===== src/rtl/muldiv_seq.sv =====
// muldiv_seq: iterative signed multiply / unsigned restoring divide, one bit per cycle.
module muldiv_seq #(
  parameter int         WIDTH  = 32,
  parameter logic [3:0] OP_MUL = 4'h3,
  parameter logic [3:0] OP_DIV = 4'h4
) (
  input  logic             clk,
  input  logic             rst_n,
  input  logic             start,
  input  logic [3:0]       ALU_OP,
  input  logic [WIDTH-1:0] X,
  input  logic [WIDTH-1:0] Y,
  output logic             busy,
  output logic             done,
  output logic [WIDTH-1:0] Result,
  output logic [WIDTH-1:0] Result2,
  output logic             div_by_zero
);
  localparam int CW = $clog2(WIDTH);
  typedef enum logic [1:0] {IDLE, RUN, FIN} state_t;
  state_t             state_q, state_d;
  logic [CW-1:0]      cnt_q, cnt_d;
  logic               div_q, div_d, neg_q, neg_d, dbz_q, dbz_d;
  logic [WIDTH-1:0]   b_q, b_d, res_q, res_d, res2_q, res2_d;
  logic [2*WIDTH-1:0] acc_q, acc_d, step, fin;
  logic [WIDTH:0]     mul_sum, div_sh, div_tr;
  logic [WIDTH-1:0]   mag_x, mag_y, hi, lo;
  logic               accept;
  // acc holds {partial product, multiplier} for MUL and {remainder, dividend/quotient} for DIV
  always_comb begin
    hi = acc_q[2*WIDTH-1:WIDTH];
    lo = acc_q[WIDTH-1:0];
    mag_x = X[WIDTH-1] ? -X : X;
    mag_y = Y[WIDTH-1] ? -Y : Y;
    mul_sum = {1'b0, hi} + {1'b0, lo[0] ? b_q : '0};
    div_sh = {hi, lo[WIDTH-1]};
    div_tr = div_sh - {1'b0, b_q};
    step = div_q ? {div_tr[WIDTH] ? div_sh[WIDTH-1:0] : div_tr[WIDTH-1:0], lo[WIDTH-2:0], ~div_tr[WIDTH]}
                 : {mul_sum, lo[WIDTH-1:1]};
    fin = neg_q ? -step : step;
    accept = state_q == IDLE && start && (ALU_OP == OP_MUL || ALU_OP == OP_DIV);
    state_d = state_q;
    cnt_d = cnt_q;
    div_d = div_q;
    neg_d = neg_q;
    dbz_d = dbz_q;
    b_d = b_q;
    acc_d = acc_q;
    res_d = res_q;
    res2_d = res2_q;
    if (accept) begin
      state_d = RUN;
      cnt_d = '0;
      div_d = ALU_OP == OP_DIV;
      neg_d = ALU_OP == OP_MUL && (X[WIDTH-1] ^ Y[WIDTH-1]);
      b_d = div_d ? Y : mag_y;
      acc_d = {{WIDTH{1'b0}}, div_d ? X : mag_x};
    end
    if (state_q == RUN) begin
      acc_d = step;
      cnt_d = cnt_q + 1'b1;
      if (cnt_q == CW'(WIDTH - 1)) begin
        state_d = FIN;
        res_d = fin[WIDTH-1:0];
        res2_d = fin[2*WIDTH-1:WIDTH];
        dbz_d = div_q && b_q == '0;
      end
    end
    if (state_q == FIN) state_d = IDLE;
  end
  always_ff @(posedge clk or negedge rst_n) begin
    if (!rst_n) begin
      state_q <= IDLE;
      cnt_q <= '0;
      div_q <= 1'b0;
      neg_q <= 1'b0;
      dbz_q <= 1'b0;
      b_q <= '0;
      acc_q <= '0;
      res_q <= '0;
      res2_q <= '0;
    end else begin
      state_q <= state_d;
      cnt_q <= cnt_d;
      div_q <= div_d;
      neg_q <= neg_d;
      dbz_q <= dbz_d;
      b_q <= b_d;
      acc_q <= acc_d;
      res_q <= res_d;
      res2_q <= res2_d;
    end
  end
  assign busy = state_q != IDLE;
  assign done = state_q == FIN;
  assign Result = res_q;
  assign Result2 = res2_q;
  assign div_by_zero = dbz_q;
endmodule


===== config.mk =====
export PLATFORM = sky130hd
export DESIGN_NAME = muldiv_seq
export DESIGN_NICKNAME = d
export VERILOG_FILES = /design/src/rtl/muldiv_seq.sv
export SDC_FILE = /design/constraint.sdc
export NUM_CORES = 1
export LEC_CHECK = 0
export CORE_MARGIN = 4
export CORE_UTILIZATION = 35
export CTS_CLUSTER_DIAMETER = 200
export DETAILED_ROUTE_END_ITERATION = 7
export PLACE_DENSITY_LB_ADDON = 0.12
export REMOVE_ABC_BUFFERS = 1
export SYNTH_ARGS = -nofsm -noshare
export SYNTH_HDL_FRONTEND = slang
export SYNTH_SLANG_ARGS = --single-unit

===== constraint.sdc =====
create_clock -name clk -period 5.5 [get_ports clk]
set_input_delay 1.1 -clock clk [delete_from_list [all_inputs] [get_ports clk]]
set_output_delay 1.1 -clock clk [all_outputs]
set_load 0.02 [all_outputs]

== Word-level counts from Yosys, hierarchy flattened ==
Index checks and enable logic that the tools add are counted.

* Add/subtract/negate cells: 6
* Equality and inequality tests: 5
* Mux-type cells: 16
* Bitwise operators: 2
* Reductions and logical operators: 10

{| class="wikitable"
|+ Operators by type and width
! kind !! count
|-
| $mux W64 || 4
|-
| $mux W32 || 6
|-
| $neg A32 Y32 || 2
|-
| $neg A64 Y64 || 1
|-
| $add A32 B32 Y33 || 1
|-
| $sub A33 B32 Y33 || 1
|-
| $logic_not A32 Y1 || 1
|-
| $mux W5 || 2
|-
| $mux W2 || 4
|-
| $add A5 B1 Y5 const B || 1
|-
| $eq A5 B5 Y1 const B || 1
|-
| $eq A4 B2 Y1 const B || 1
|-
| $eq A4 B3 Y1 const B || 1
|-
| $logic_and A1 B1 Y1 || 4
|-
| $reduce_bool A2 Y1 || 2
|-
| $eq A2 B1 Y1 const B || 1
|-
| $eq A2 B2 Y1 const B || 1
|-
| $logic_not A2 Y1 || 1
|-
| $reduce_and A2 Y1 || 1
|-
| $logic_or A1 B1 Y1 || 1
|-
| $not A1 Y1 || 1
|-
| $xor A1 B1 Y1 || 1
|}

* Bits in registers: 170
* Output and inout bits: 67
* Word-level logic and storage cells: 48

== Logic depth before layout (Yosys ltp) ==
* Depth in word-level cells: 7
* Gate-level depth with buffers: 23
* Depth with buffers taken out: 23

== Least setup slack after synthesis ==
Ideal clock, no wire load.

* Path kind: register -> register
* Start: reg b_q[17]
* End: reg res2_q[28], in the netlist Result2[28]
* Data arrival time: 5.210 ns
* Setup slack: 0.161 ns
* Cell stages (with the launch flop): 23
* Path buffers: 0
* Period minus slack after synthesis: 5.339 ns
* Cell sequence: dfrtp_1 inv_1 ha_1 a21o_1 a31oi_4 o211ai_2 a221o_1 nor3_4 nor3_1 nor2_1 ha_1 nor3b_1 o221ai_1 nor3_1 nand3_1 or2_2 nor3_1 nand4_1 nor4_2 nand4_1 o41ai_2 xnor2_1 o21ai_1

* Cells in the longest elaborated chain, start to end: 5
* Elaborated cells between the ends (all ways): 8

{| class="wikitable"
|+ RTL lines
! what !! line !! source
|-
| from (decl) || 24 || <nowiki>logic [WIDTH-1:0] b_q, b_d, res_q, res_d, res2_q, res2_d;</nowiki>
|-
| from (signal assigned) || 78 || <nowiki>b_q <= '0;</nowiki>
|-
| from (signal assigned) || 88 || <nowiki>b_q <= b_d;</nowiki>
|-
| $sub A33 B32 Y33 or $mux W32 (tied branches) || 37, 35 ||
|-
| $mux W32, or another cell as far along || 38 || <nowiki>step = div_q ? {div_tr[WIDTH] ? div_sh[WIDTH-1:0] : div_tr[WIDTH-1:0], lo[WIDTH-2:0], ~div_tr[WIDTH]}</nowiki>
|-
| $mux W64 * || 38 ||
|-
| $neg A64 Y64 || 40 || <nowiki>fin = neg_q ? -step : step;</nowiki>
|-
| $mux W64 * || 40 ||
|-
| to (signal assigned) || 91 || <nowiki>res2_q <= res2_d;</nowiki>
|-
| to (decl) || 24 ||
|}

Mark *: on every way between the ends. The rest lies on a longest branch, timed or not.
A chain may end at the register's enable or synchronous reset.

== Worst setup path in the final report ==
* Start: reg b_q[0]
* End: reg res2_q[28], in the netlist Result2[28]

Same word-level chain as after synthesis.

==> results by group <==
Die
  • Die X: 213 um
  • Starting density of the core: 0.357
  • Die Y: 213 um
  • Area of the core: 41300 um2
  • Ports: 138
  • Row cnt: 74
  • Die area: 45500 um2

Critical path
  • CP endpoint kind: register
  • CP max stage delay: 0.40 ns
  • RR Startpoint: b_q[0]$_DFFE_PN0P_
  • Worst Path Class, Setup: register to register
  • CP cell instances: ha_1 -> fa_1 -> nand2b_1 -> a21oi_1 -> o211a_1 -> o21ai_2 -> a21oi_2 -> nor3_1 -> nor2_1 -> ha_1 -> nor3b_2 -> o221ai_1 -> nor3_2 -> nand3_1 -> or2_2 -> nor3_2 -> nand4_1 -> nor4_2 -> nand4_1 -> buf_4 -> o41ai_2 -> xnor2_1 -> o21ai_1
  • Critical path arrival: 5.51 ns
  • Required time worst endpoint: 5.83 ns
  • Critical-path maximum fanout: 5
  • CP startpoint kind: register
  • CP Launch Point: b_q[0]$_DFFE_PN0P_
  • Worst path slowest cell: fa_1

Pwr
  • Leak: 0.00766 uW
  • VDD IR-drop max: 0.257 mV
  • Tot Pwr: 12100 uW
  • PwrDens: 675 nW/um2

Clock network
  • Skew-Pair Late Insertion Delay: 0.47 ns
  • CTS buffer count: 17
  • Sink Count: 170
  • Max clock buf depth: 2
  • CTS tree: done
  • H-tree lvl count: 4
  • CTS root buf: clkbuf_16
  • Clock-pin slew on the worst setup and hold paths: 0.08 ns

Run status
  • Status: complete, no violations

Timing
  • Final period utilization: 0.942
  • Worst clock skew: 0.0137 ns
  • RSZ-0062 raised after global routing: false
  • Final min period: 5.18 ns
  • Final Hold Viols: 0
  • Worst Max-Slew Pin Slew: 1.18 ns
  • Rel. slew slack: 0.204
  • Slew Viols, Final: 0
  • Max Fclk: 193 MHz
  • Final setup fails: 0

Cells and area
  • Filler Cells Inserted: 4269
  • Layout Nets: 2203
  • N_diodes: 0
  • Non-Filler Instances: 2606
  • Final cell utilization of the core: 0.435
  • Share of layout cells above drive strength 1: 0.103
  • P&R area growth vs syn: 21.8%
  • Register area: 4260 um2
  • Area taken by multi-input logic gates: 9890 um2

Logic synthesis
  • Synth top cells by count: nand2_1, o21ai_0, dfrtp_1
  • Yosys warns: 0
  • Yosys cell types: 89
  • Synth area leader: dfrtp_1
  • Most common cell in the netlist: nand2_1
  • Post-Syn Area: 14800 um2
  • Synth top area share: 0.288
  • Yosys reg bits: 170
  • Ranking of synthesized cells by area: dfrtp_1, nand2_1, o21ai_0
  • Asr flop ratio synth: 1.00
  • Synth Instances: 1889
  • Post-synth top flop: dfrtp_1
  • Number of synthesized flops with an enable pin: 0
  • Syn_area_per_cell: 7.81 um2
  • Register area share after synthesis: 0.288

Placed design
  • Final GP Congestion: 0.945
  • Port bufs: 137
  • Hpwl dp: 43500 um
  • Dpl cells: 2573

Job
  • Max-cap viol count: 0

Routing
  • WL per Instance: 21.6 um
  • Vias after detailed routing: 14900
  • Total Wirelength: 56200 um
  • Router iterations before antenna repair: 5
  • Drt drc: 0
  • ANT nets after route: 0
  • 1st-iter DRT viols: 1247
  • Vias/cell: 5.70

Global routing
  • Total grt overflow: 0
  • Vias in the first global route: 14400
  • First-pass GRT wire length: 87000 um
  • GRT Util Overall: 0.246
  • Largest net degree at the start of global routing: 125
  • Initial antenna violation count: 1

Min path
  • Hold Path Origin: Result[28]$_DFFE_PN0P_
  • Worst min path class: register to register
[what timing repair did]
item	CTS	global route
gates resized for setup	1	8
cloned	0	0
setup endpoints to repair	3	14
pin swaps	1	3
hold buffers	0	0
endpoints found under the hold margin	0	0
setup buffers	1	0
[worst paths after layout]
check	end	slack, ns	depth (start not counted)
max in group asynchronous	neg_q$_DFFE_PN0P_	3.83	2
max	Result2[28]$_DFFE_PN0P_	0.32	23
min	Result[28]$_DFFE_PN0P_	0.48	2
max reg2reg	Result2[28]$_DFFE_PN0P_	0.32	23
min in group asynchronous	b_q[7]$_DFFE_PN0P_	0.68	1
min reg2reg	Result[28]$_DFFE_PN0P_	0.48	2
[kinds of logic after synthesis]
logic type               count (synthesis)  share of synthesized area
AO/OA/AOI/OAI                          562                      0.246
adder cells (fa/ha/maj)                 71                     0.0612
flip-flops                             170                      0.288
multiplexers                            40                     0.0278
XOR/XNOR                               163                     0.0967
AND/OR/NAND/NOR                        712                      0.234
buffers and inverters                  171                     0.0461
[flip-flops by register name, summed over array words and instances, names as in the netlist]
name / cells
div_q: 1
neg_q: 1
cnt_q: 5
Result: 32
b_q: 32
Result2: 32
div_by_zero: 1
state_q: 2
acc_q: 64
[layout by cell type (no fill, tap or decap), types with 7 or more instances in the layout]
master           Yosys  final
nand2b_1            11     10
mux2i_1             32     32
o31ai_1             25     24
inv_1               62     62
a21oi_1            103    102
nand4_1             37     37
clkdlybuf4s50_1      0    136
nand3_1             74     74
clkbuf_16            0     17
dfrtp_1            170    168
o21a_1              13     13
a31oi_1             22     22
and2_1              40     40
o21ai_1              9      9
and3_1              18     18
mux2_2               8      8
ha_1                69     68
or3_1               19     19
nor3_1              50     47
o21ai_0            202    202
o211ai_1            23     23
a211oi_1            16     16
buf_4                0    122
o221ai_1            29     29
a21boi_0             7      7
xnor2_1             97     97
nand2_1            279    278
nor2b_1             12     11
nor2_1             108    107
a21o_1              34     34
or2_2                7      7
a22oi_1              7      7
nor4_1              18     17
xor2_1              66     66
[through the flow]
step	hold slack [ns]	setup TNS, ns	cell area [um2]	worst slack, ns
4_1_cts	0.487	0	17900	0.0481
2_1_floorplan	0.449	-73.27	14300	-1.28
3_5_place_dp	0.470	-0.0228	17300	-0.0228
6_report	0.477	0	18000	0.322
3_3_place_gp	0.462	0	17300	0.134
5_1_grt	0.499	0	18000	0.0222
[metal layers]
layer / routed length (um) / share of wire / up-vias / GRT usage
li1: - / - / 7181 / -
met1: 26300 / 0.47 / 7187 / 0.357
met2: 26100 / 0.46 / 435 / 0.395
met3: 2720 / 0.048 / 49 / 0.0322
met4: 1040 / 0.019 / 0 / 0.0550
met5: 0 / 0 / - / 0
[layout make-up]
class,count,area share
Clock inverter,14,0.00829
Timing Repair Buffer,261,0.130
Tap cell,532,0.0370
Multi-Input combinational cell,1548,0.550
Sequential cell,170,0.237
Inverter,63,0.0132
Clock buffer,18,0.0244
[report_power, final]
group / leakage (uW) / switching (uW) / internal (uW) / total (uW)
Clock: 0.000285 / 619 / 656 / 1270
Combinational: 0.00518 / 5440 / 3380 / 8820
Sequential: 0.00220 / 399 / 1640 / 2040
[critical path: cells and delay by family, from the launching register on]
kind	cells	cell delay (ns)
simple gates	11	2.16
fa+ha+maj	3	0.83
buf+inv	1	0.19
compound gates	7	1.33
flops	1	0.38
xor+xnor	1	0.16
No activity file was read; power rests on OpenSTA's default activity.
